`config.mk`:
```
export PLATFORM = sky130hd
export DESIGN_NAME = toggle_stim_gen
export DESIGN_NICKNAME = d
export VERILOG_FILES = /design/src/rtl/toggle_stim_gen.sv
export SDC_FILE = /design/constraint.sdc
export NUM_CORES = 1
export LEC_CHECK = 0
export ABC_AREA = 1
export CORE_UTILIZATION = 45
export CTS_BUF_LIST = sky130_fd_sc_hd__clkbuf_2
export DETAILED_ROUTE_END_ITERATION = 10
export PLACE_DENSITY = 0.74
export SLEW_MARGIN = 10
export SYNTH_ARGS = -nofsm -noshare
export SYNTH_HDL_FRONTEND = slang
export SYNTH_SLANG_ARGS = --single-unit
```
`constraint.sdc`:
```
create_clock -name clk -period 4.8 [get_ports clk]
set_input_delay 0.96 -clock clk [delete_from_list [all_inputs] [get_ports clk]]
set_output_delay 0.96 -clock clk [all_outputs]
set_load 0.005 [all_outputs]
```
`src/rtl/toggle_stim_gen.sv`:
```
// Multi-channel square-wave / pulse stimulus generator with per-channel half-period,
// bounded or free-running runs, and an IDLE/RUN/DONE control FSM.
module toggle_stim_gen #(
  parameter int unsigned NCH   = 3,
  parameter int unsigned CNT_W = 16,
  parameter int unsigned RUN_W = 24,
  localparam int unsigned CH_W = (NCH > 1) ? $clog2(NCH) : 1
) (
  input  logic             clk,
  input  logic             reset,
  input  logic             cfg_we,
  input  logic [CH_W-1:0]  cfg_ch,
  input  logic [CNT_W-1:0] cfg_half,
  input  logic             cfg_mode,
  input  logic [RUN_W-1:0] run_len,
  input  logic             start,
  input  logic             stop,
  output logic [NCH-1:0]   stim,
  output logic             busy,
  output logic             done,
  output logic [RUN_W-1:0] cycle_cnt
);

  typedef enum logic [1:0] {StIdle, StRun, StDone} state_e;

  state_e           state_q, state_d;
  logic [CNT_W-1:0] half_q [NCH];
  logic [CNT_W-1:0] half_d [NCH];
  logic [NCH-1:0]   mode_q, mode_d;
  logic [CNT_W-1:0] cnt_q [NCH];
  logic [CNT_W-1:0] cnt_d [NCH];
  logic [NCH-1:0]   stim_q, stim_d;
  logic [RUN_W-1:0] run_len_q, run_len_d;
  logic [RUN_W-1:0] cycle_cnt_q, cycle_cnt_d;
  logic [RUN_W-1:0] cycle_inc;
  logic             cfg_ok;

  assign cfg_ok    = cfg_we && (state_q != StRun) && (32'(cfg_ch) < NCH);
  assign cycle_inc = (cycle_cnt_q == {RUN_W{1'b1}}) ? cycle_cnt_q : cycle_cnt_q + RUN_W'(1);

  always_comb begin
    state_d     = state_q;
    half_d      = half_q;
    mode_d      = mode_q;
    cnt_d       = cnt_q;
    stim_d      = stim_q;
    run_len_d   = run_len_q;
    cycle_cnt_d = cycle_cnt_q;

    // Config only lands in shadow registers; channels read them on the next run.
    if (cfg_ok) begin
      half_d[cfg_ch] = cfg_half;
      mode_d[cfg_ch] = cfg_mode;
    end

    unique case (state_q)
      StIdle: begin
        if (start && !stop) begin
          state_d     = StRun;
          run_len_d   = run_len;
          cycle_cnt_d = '0;
          stim_d      = '0;
          for (int unsigned i = 0; i < NCH; i++) cnt_d[i] = '0;
        end
      end
      StRun: begin
        if (stop) begin
          state_d = StIdle;
          stim_d  = '0;
        end else begin
          cycle_cnt_d = cycle_inc;
          for (int unsigned i = 0; i < NCH; i++) begin
            if (half_q[i] == '0) begin
              cnt_d[i]  = '0;
              stim_d[i] = 1'b0;
            end else if (cnt_q[i] == half_q[i] - CNT_W'(1)) begin
              cnt_d[i]  = '0;
              stim_d[i] = mode_q[i] ? 1'b1 : ~stim_q[i];
            end else begin
              cnt_d[i] = cnt_q[i] + CNT_W'(1);
              if (mode_q[i]) stim_d[i] = 1'b0;
            end
          end
          if ((run_len_q != '0) && (cycle_inc == run_len_q)) state_d = StDone;
        end
      end
      StDone: state_d = StIdle;
      default: state_d = StIdle;
    endcase
  end

  always_ff @(posedge clk) begin
    if (reset) begin
      state_q     <= StIdle;
      mode_q      <= '0;
      stim_q      <= '0;
      run_len_q   <= '0;
      cycle_cnt_q <= '0;
      for (int unsigned i = 0; i < NCH; i++) begin
        half_q[i] <= '0;
        cnt_q[i]  <= '0;
      end
    end else begin
      state_q     <= state_d;
      mode_q      <= mode_d;
      stim_q      <= stim_d;
      run_len_q   <= run_len_d;
      cycle_cnt_q <= cycle_cnt_d;
      for (int unsigned i = 0; i < NCH; i++) begin
        half_q[i] <= half_d[i];
        cnt_q[i]  <= cnt_d[i];
      end
    end
  end

  assign stim      = stim_q;
  assign busy      = (state_q == StRun);
  assign done      = (state_q == StDone);
  assign cycle_cnt = cycle_cnt_q;

endmodule

```
# Word-level counts from Yosys, hierarchy flattened

Index checks and enable logic that the tools add are counted.

Muxes and demuxes: 38
Multiply operators: 0
Order comparisons: 5
Reduce and logical (&&, ||, !) cells: 19
Add/sub/neg operators: 7
Div/mod/pow operators: 0
Shift operators: 0
Eq/ne operators: 14
Bitwise logic cells: 4

Operators by type and width:

| kind                    | number |
|---|---|
| $mux W16                | 7 |
| $mux W48                | 2 |
| $pmux W48 S2            | 1 |
| $mux W24                | 3 |
| $add A16 B1 Y16 const B | 3 |
| $bwmux W48              | 1 |
| $eq A16 B16 Y1          | 3 |
| $logic_not A16 Y1       | 3 |
| $pmux W24 S2            | 1 |
| $sub A16 B1 Y16 const B | 3 |
| $demux W16 S2           | 1 |
| $add A24 B1 Y24 const B | 1 |
| $eq A24 B24 Y1          | 1 |
| $eq A24 B24 Y1 const B  | 1 |
| $reduce_bool A24 Y1     | 1 |
| $ne A5 B2 Y1 const B    | 3 |
| $mux W1                 | 13 |
| $reduce_and A3 Y1       | 4 |
| $logic_and A1 B1 Y1     | 6 |
| $mux W2                 | 3 |
| $mux W3                 | 2 |
| $pmux W3 S2             | 1 |
| $ne A2 B2 Y1 const B    | 2 |
| $pmux W2 S2             | 1 |
| 17 further kinds        | 20 |

Bits in latches: 0
Memories: 0
Output and inout bits: 29
Bits in read-only memories: 0
RAM bits: 0
Register bits after elaboration: 152
Input bits: 48
Logic and storage cells: 100

# Longest topological paths before layout

Gate-level depths: netlist (run 1).

Word-level depth: 7
Depth in mapped cells: 18
Mapped depth without buffers: 18

# Worst setup path after synthesis (run 1)

No wires, ideal clock.

Kind: input -> register
Start point: input cfg_ch[0]
End point: register half_q[11] (netlist name)
Arrival time: 2080 ps
Setup slack: 2591 ps
Library setup time: 128 ps
Cell stages on the path: 6
Path through: clkbuf_1 > a21oi_1 > nand3b_1 > clkbuf_1 > o21ai_0 > a21oi_1

Word-level cells in the longest chain between the ends: 6
Elaborated cells on any way between the ends: 9
Those cells by class: order compare: 3; mux: 3; bitwise: 1; reduce/logical: 2

Ends and longest elaborated chain:

| item                                                               | RTL line | source |
|---|---|---|
| from (decl)                                                        | 12       | `input logic [CH_W-1:0] cfg_ch,` |
| $not A2 Y3 (not written as such)                                   | 52       | `half_d[cfg_ch] = cfg_half;` |
| $ge A3 B3 Y1 (not written as such) or $lt A3 B1 Y1 (tied branches) | 52       |  |
| $logic_and A1 B1 Y1 (not written as such)                          | 52       |  |
| $mux W16 (not written as such)                                     | 52       |  |
| $demux W16 S2                                                      | 52       |  |
| $bwmux W48                                                         | 52       |  |
| to (signal, indexed assignment)                                    | 110      | `half_q[i] <= half_d[i];` |
| to (decl)                                                          | 27       | `logic [CNT_W-1:0] half_q [NCH];` |

Parallel ways exist; a longest one is shown, timed or not.
A chain may end at the register's enable or synchronous reset.

# Worst setup path in the final report (run 1)

Start point: register cycle_cnt_q[0] (netlist: cycle_cnt[0])
End point: register state_q[0]

Word-level cells in the longest chain between the ends: 6
Elaborated cells on any way between the ends: 7
Those cells by class: add/sub: 1; eq/ne: 3; mux: 1; reduce/logical: 2

Ends and longest elaborated chain:

| item                                              | RTL line | source |
|---|---|---|
| from (decl)                                       | 34       | `logic [RUN_W-1:0] cycle_cnt_q, cycle_cnt_d;` |
| from (signal assigned)                            | 108      | `cycle_cnt_q <= cycle_cnt_d;` |
| $add A24 B1 Y24 or $eq A24 B24 Y1 (tied branches) | 39       | `assign cycle_inc = (cycle_cnt_q == {RUN_W{1'b1}}) ? cycle_cnt_q : cycle_cnt_q + RUN_W'(1);` |
| $mux W24 *                                        | 39       |  |
| $eq A24 B24 Y1 *                                  | 84       | `if ((run_len_q != '0) && (cycle_inc == run_len_q)) state_d = StDone;` |
| $logic_and A1 B1 Y1 *                             | 84       |  |
| $ne A3 B2 Y1 (no line) *                          | -        |  |
| $reduce_and A2 Y1 (no line) *                     | -        |  |
| to (signal assigned)                              | 94       | `state_q <= StIdle;` |
| to (signal assigned)                              | 104      | `state_q <= state_d;` |
| to (decl)                                         | 26       | `state_e state_q, state_d;` |

Mark *: on every way between the ends. The rest lies on a longest branch, timed or not.

==> flow_metrics.py, run 1 <==
metrics = {
    "detailed_routing": {
        "antenna_left": 0,
        "vias_per_cell": 5.25,
        "drc": 0,
        "drtPass1Iterations": 9,
        "drt_iter0_markers": 706,
        "wire_per_inst_um": 14.2,
        "finalWirelength_um": 26700,
        "vias": 9851,
    },
    "grt": {
        "grt_antenna_before_repair": 1,
        "grt.overflow.total": 0,
        "grt_max_degree": 82,
        "grt_pass1_wl_um": 42600,
        "grt_usage_pct": 24.1,
        "grt_pass1_vias": 8780,
    },
    "cts": {
        "clkSinkCount": 152,
        "clk_pin_slew_ps": 230,
        "ctsHtreeMaxLevel": 4,
        "ctsResizeCount": 0,
        "clockBufferDepth": 2,
        "cts_tree": "done",
        "cts_setup_buffers": 0,
        "ctsHoldBuffers": 0,
        "root_buffer": "clkbuf_2",
        "clk_latency_ps": 740,
        "cts_buffers": 17,
    },
    "placed_design": {
        "gp_congestion": 0.937,
        "dp_hpwl_um": 20000,
        "io_buffers": 76,
    },
    "critical_path": {
        "slowest_stage": "dfxtp_1",
        "r2r_start": "cycle_cnt[0]$_SDFFE_PP0P_",
        "path_max_fanout": 35,
        "cp-start-kind": "flop",
        "path_cells": "ha_1, inv_1, nor2_4, nand2_4, nor2_4, nand2_4, nand2_1, nand2_1, nand2_1, nand2_1, nor2_1, nand3_1, nor2_1, nand3_1, nor2_1, a21oi_1",
        "crit_type": "reg -> reg",
        "endpoint_kind": "flop",
        "cp_data_required_time_ps": 5450,
        "path_common_cell": "nand2_1",
        "arrival_ps": 3640,
        "crit_path_start": "cycle_cnt[0]$_SDFFE_PP0P_",
        "crit_buf_inv": 1,
        "critical_path.top_delay_family": "simple AND/OR/NAND/NOR gates",
        "slowest_delay_ps": 640,
    },
    "synth": {
        "synth_seq_cells": 152,
        "synth_nets": 1593,
        "syn_area_per_cell_um2": 6.32,
        "yosysSeqAreaShare_pct": 31.3,
        "netlist.area_leader.share_pct": 31.3,
        "yosys.area.top_type": "dfxtp_1",
        "synth_cell_types": 41,
        "synthCells": 1538,
        "synth.area.top_cells": "dfxtp_1 31%, nand2_1 16%, a21oi_1 8.1%",
        "ys.warnings.count": 0,
        "netlist_area_mm2": 0.00972,
    },
    "timing": {
        "finalCritPeriodShare_pct": 62.3,
        "hold_viol": 0,
        "maxSlewHeadroom_pct": 29.7,
        "whs_ps": 496,
        "worst_pin_slew_ps": 1050,
        "setup_violations": 0,
        "clock_skew_ps": 24.0,
        "grt_setup_unrepaired": "no",
        "tns_ps": 0,
        "slew_viol_final": 0,
        "max_freq_mhz": 334,
        "fin_crit_ps": 2990,
    },
    "cells_and_area": {
        "fin_nets": 1641,
        "layout-drive-gt1-share_pct": 4.75,
        "areaGrowthSynthToFinish_pct": 11.4,
    },
    "floorplan": {
        "dieHeight_um": 149,
        "die_area_mm2": 0.0222,
        "num_rows": 53,
        "start_util_pct": 46.1,
        "ios": 77,
        "die_w_um": 149,
        "core_mm2": 0.0211,
    },
    "power": {
        "power_density_mw_per_mm2": 236,
        "ir_worst_vdd_mv": 0.118,
        "p_leak_uw": 0.00437,
        "finalPower_uw": 2550,
    },
    "hold_path": {
        "hold_path.class": "reg -> reg",
        "min_from": "half_q[17]$_SDFFE_PP0P_",
    },
    "status": {
        "outcome": "completed",
    },
    "flow_run": {
        "max_cap_viol_count": 0,
    },
}
==> report_power, final <==
group / internal, uW / switching [uW]
registers: 1300 / 35.2
clock network: 134 / 482
logic: 221 / 378
==> tightest hold or removal path: cells and delay by family, from the launching register on <==
kind,cells,cell delay (ps)
DFF,1,350
buffers and inverters,1,70
AOI/OAI and AO/OA,1,60
==> worst paths after layout <==
kind	to	cells after the start	slack (ps)
max	state_q[0]$_SDFFE_PP0P_	16	1810
min	half_q[17]$_SDFFE_PP0P_	2	500
max reg2reg	state_q[0]$_SDFFE_PP0P_	16	1810
min reg2reg	half_q[17]$_SDFFE_PP0P_	2	500
==> logic make-up after synthesis <==
group	share of synthesized area, %
simple gates	36.0
fa+ha+maj	0.901
xor+xnor	9.62
buf+inv	8.88
compound gates	13.3
flops	31.3
==> state kept, by name, summed over array words and instances (netlist names) <==
name,flops
cnt_q,48
half_q,48
cycle_cnt,24
run_len_q,24
mode_q,3
stim,3
state_q,2
==> cell usage in the layout, fill, tap and decap left out, types with 4 or more instances in the layout <==
master           netlist  layout
nand2_1              405     405
inv_1                170     169
a21oi_1              158     158
nor2_1               159     157
dfxtp_1              152     152
nand3_1              135     135
o21ai_0               85      85
clkdlybuf4s50_1        0      75
xor2_1                71      71
nand4_1               39      39
xnor2_1               25      25
clkbuf_2               0      19
nor3_1                13      13
nand3b_1              12      12
nand2_2                7       7
ha_1                   7       7
nor2_4                 5       6
nor2_2                 5       6
buf_4                  1       6
clkinv_2               0       5
o21bai_1               4       4
nand2_4                4       4
==> final cells by class <==
cell class                 instances  area, um^2
clock inverter                    13        81.3
sequential                       152        3040
fill                            2174       10300
timing repair buffer              82         801
antenna                            1        2.50
clock buffer                      19        95.1
multi-input combinational       1162        5820
inverter                         171         642
tap                              275         344
==> metrics by stage <==
step / setup WS (ps) / instance area [um^2] / cells / utilization, %
floorplan: 2590 / 9720 / 1538 / -
global placement: 1470 / 10700 / 1842 / 50.5
detailed placement: 1400 / 10700 / 1842 / 50.5
CTS: 1840 / 10800 / 1874 / 51.4
global route: 1610 / 10800 / 1875 / 51.4
finish: 1810 / 10800 / 1875 / 51.4
==> per-layer routing <==
metal	GRT usage, %	vias up	share of wire (%)
li1	-	5059	-
met1	30.0	4431	44
met2	41.1	303	48
met3	4.50	58	4.9
met4	9.03	0	2.7
met5	0	-	0
==> Yosys cell counts <==
cell,number
inv_1,170
xor2_1,71
nand4_2,1
nor3_2,3
buf_1,2
nand3_2,2
xor2_2,3
xnor3_1,2
nand2_2,7
and2_1,1
buf_6,2
a21oi_2,1
a31oi_1,1
dfxtp_1,152
buf_4,1
o21ai_0,85
and3b_1,1
buf_2,3
nand4_1,39
o21ai_1,1
ha_1,7
and3_1,1
nor4_1,3
a21oi_1,158
a31o_2,1
or2_1,2
o21bai_1,4
nand3b_1,12
nor2_4,5
inv_2,1
xnor2_1,25
nor2_2,5
nor2_1,159
clkbuf_1,45
or2_2,3
o22ai_1,1
nand2_1,405
nand3_1,135
nor3_1,13
o21a_1,1
nand2_4,4
(Power assumes the default switching activity.)
==> run 2: changes to the inputs <==
--- a/config.mk
+++ b/config.mk
@@ -9,7 +9,7 @@
 export CORE_UTILIZATION = 45
 export CTS_BUF_LIST = sky130_fd_sc_hd__clkbuf_2
 export DETAILED_ROUTE_END_ITERATION = 10
-export PLACE_DENSITY = 0.74
+export PLACE_DENSITY = 0.77
 export SLEW_MARGIN = 10
 export SYNTH_ARGS = -nofsm -noshare
 export SYNTH_HDL_FRONTEND = slang
==> constraint.sdc (replaced) <==
create_clock -name clk -period 2.52 [get_ports clk]
set_input_delay 0.504 -clock clk [delete_from_list [all_inputs] [get_ports clk]]
set_output_delay 0.504 -clock clk [all_outputs]
set_load 0.005 [all_outputs]
==> run 2 against run 1 <==
Non-clock buffer count up 27. Core utilization grew 2.3 points. Sequential share of layout area down 1.1 points. Clock-buffer cell count shrank 1. Via count grew 2.2%. Total power up 120%. Worst hold slack got worse by 380 ps. Cell area grew 4.4%. First-iteration DRC count rose by 4.1%. Critical endpoint is now done. Largest cell class unchanged. Largest power group unchanged.
==> flow_metrics.py, run 2 (synthesis gave the netlist of run 1 again) <==
metrics = {
    "timing": {
        "whs_ps": 114,
        "clock_skew_ps": 34.0,
        "fin_crit_ps": 2420,
        "maxSlewHeadroom_pct": 39.9,
        "max_freq_mhz": 414,
        "worst_pin_slew_ps": 901,
        "finalCritPeriodShare_pct": 96.0,
        "grt_setup_unrepaired": "no",
        "slew_viol_final": 0,
        "setup_ws_ps": 102,
        "hold_viol": 0,
        "tns_ps": 0,
        "setup_violations": 0,
    },
    "power": {
        "p_leak_uw": 0.00462,
        "intPower_uw": 3900,
        "seqPwrFrac_pct": 45.2,
        "power_density_mw_per_mm2": 499,
        "clkPwrFrac_pct": 33.7,
        "switching_share_pct": 30.9,
        "switching_power_uw": 1740,
        "ir_worst_vdd_mv": 0.364,
        "combPwrFrac_pct": 21.1,
    },
    "detailed_routing": {
        "vias": 10100,
        "vias_per_cell": 5.29,
        "antenna_left": 0,
        "drc": 0,
        "drtPass1Iterations": 7,
        "wire_per_inst_um": 14.5,
        "finalWirelength_um": 27500,
        "drt_iter0_markers": 735,
    },
    "floorplan": {
        "start_util_pct": 46.1,
        "dieHeight_um": 149,
        "die_area_mm2": 0.0222,
        "num_rows": 53,
        "ios": 77,
        "core_mm2": 0.0211,
        "die_w_um": 149,
    },
    "status": {
        "outcome": "completed",
    },
    "grt": {
        "grt_antenna_before_repair": 1,
        "grt_max_degree": 82,
        "grt_pass1_vias": 9358,
        "grt.overflow.total": 0,
        "grt_usage_pct": 25.2,
        "grt_pass1_wl_um": 44600,
    },
    "cells_and_area": {
        "areaGrowthSynthToFinish_pct": 16.4,
        "layout-drive-gt1-share_pct": 7.50,
        "postLayoutCellArea_mm2": 0.0113,
        "final_util_pct": 53.6,
        "fin_nets": 1668,
        "top_regs": "cnt_q x48, half_q x48",
        "layout_commonest_cell": "nand2_1",
        "final_cell_mix": "403 x nand2_1, 169 x inv_1, 158 x a21oi_1, 152 x nor2_1, 147 x dfxtp_1",
        "fillers": 2088,
    },
    "critical_path": {
        "arrival_ps": 1910,
        "cp_data_required_time_ps": 2020,
        "r2r_cells": 13,
        "r2r-end": "stim[0]$_SDFFE_PP0P_",
        "r2r_slack_ps": 190,
        "r2r_start": "half_q[32]$_SDFFE_PP0P_",
        "endpoint_kind": "output pin",
        "path_max_fanout": 3,
        "crit_type": "reg -> out",
        "cp-start-kind": "flop",
    },
    "hold_path": {
        "hold_path.class": "in -> reg",
        "min_delay_path_depth": 4,
        "min_from": "reset",
        "hold_end": "stim[2]$_SDFFE_PP0P_",
    },
    "flow_run": {
        "max_cap_viol_count": 0,
    },
    "cts": {
        "ctsHoldBuffers": 0,
        "cts_tree": "done",
        "cts_buffers": 17,
        "clockBufferDepth": 2,
        "ctsHtreeMaxLevel": 4,
        "clkSinkCount": 152,
        "root_buffer": "clkbuf_2",
        "clk_latency_ps": 770,
        "clk_pin_slew_ps": 210,
    },
    "placed_design": {
        "pre_cts_slack_ps": 109,
        "io_buffers": 76,
        "gp_congestion": 0.971,
        "dp_hpwl_um": 21100,
        "place_area_mm2": 0.0109,
    },
}
[run 2: cell types whose count changed in the layout (fill, tap and decap cells not counted), moves of 4 or more]
cell | before | now
buf_4 | 6 | 31
bufinv_16 | 0 | 7
dfxtp_1 | 152 | 147
dfxtp_2 | 0 | 5
nor2_1 | 157 | 152
clkinv_2 | 5 | 1
nor2_2 | 6 | 10
[run 2: how the worst max path moves through the flow]
stage	from	endpoint	depth (start not counted)
3_3_place_gp	half_q[16]$_SDFFE_PP0P_	cnt_q[31]$_SDFFE_PP0P_	13
6_report	state_q[1]$_SDFFE_PP0P_	done	3
5_1_grt	state_q[0]$_SDFFE_PP0P_	busy	3
4_1_cts	half_q[32]$_SDFFE_PP0P_	stim[0]$_SDFFE_PP0P_	13
2_1_floorplan	cycle_cnt[0]$_SDFFE_PP0P_	state_q[0]$_SDFFE_PP0P_	14
3_5_place_dp	half_q[32]$_SDFFE_PP0P_	stim[0]$_SDFFE_PP0P_	13
[run 2: per-stage QoR]
| step | power, uW | cells |
|---|---|---|
| floorplan | 3410 | 1538 |
| global placement | 3730 | 1869 |
| detailed placement | 3740 | 1869 |
| CTS | 5640 | 1901 |
| global route | 5920 | 1902 |
| finish | 5650 | 1902 |
[run 2: power groups by stage]
stage                     Sequential, uW  Combinational [uW]  Clock [uW]
final                               2550                1190        1910
after global routing                2560                1330        2020
after CTS                           2550                1160        1930
after detailed placement            2600                1150           0
after global placement              2590                1130           0
after floorplan                     2580                 830           0
[run 2: timing repair]
action / 4_1_cts / 5_1_grt
gates resized for setup: 1 / 19
endpoints found under the setup margin: 1 / 24
buffers inserted: 0 / 0
[run 2: routing by layer]
metal / GRT usage [%] / share of wire (%) / up-vias
met5: 0 / 0 / -
met4: 10.1 / 3.0 / 0
met3: 4.74 / 5.4 / 67
met2: 43.8 / 48 / 331
met1: 30.5 / 43 / 4549
li1: - / - / 5123
[run 2: worst max-delay path: stages (launching register included)]
cell and delay [ps]:
dfxtp_2 390, inv_1 60, nor2_1 180, clkdlybuf4s50_1 540
[run 2: final cells by class]
cell class | count | area (um^2) | area share [%]
multi-input cells | 1162 | 5890 | 52.0
flip-flops and latches | 152 | 3050 | 27.0
inverters | 171 | 642 | 5.67
repair buffers | 109 | 1030 | 9.09
clock inverters | 14 | 269 | 2.38
well taps | 275 | 344 | 3.04
clock buffers | 18 | 90.1 | 0.796
diodes | 1 | 2.50 | 0.0221
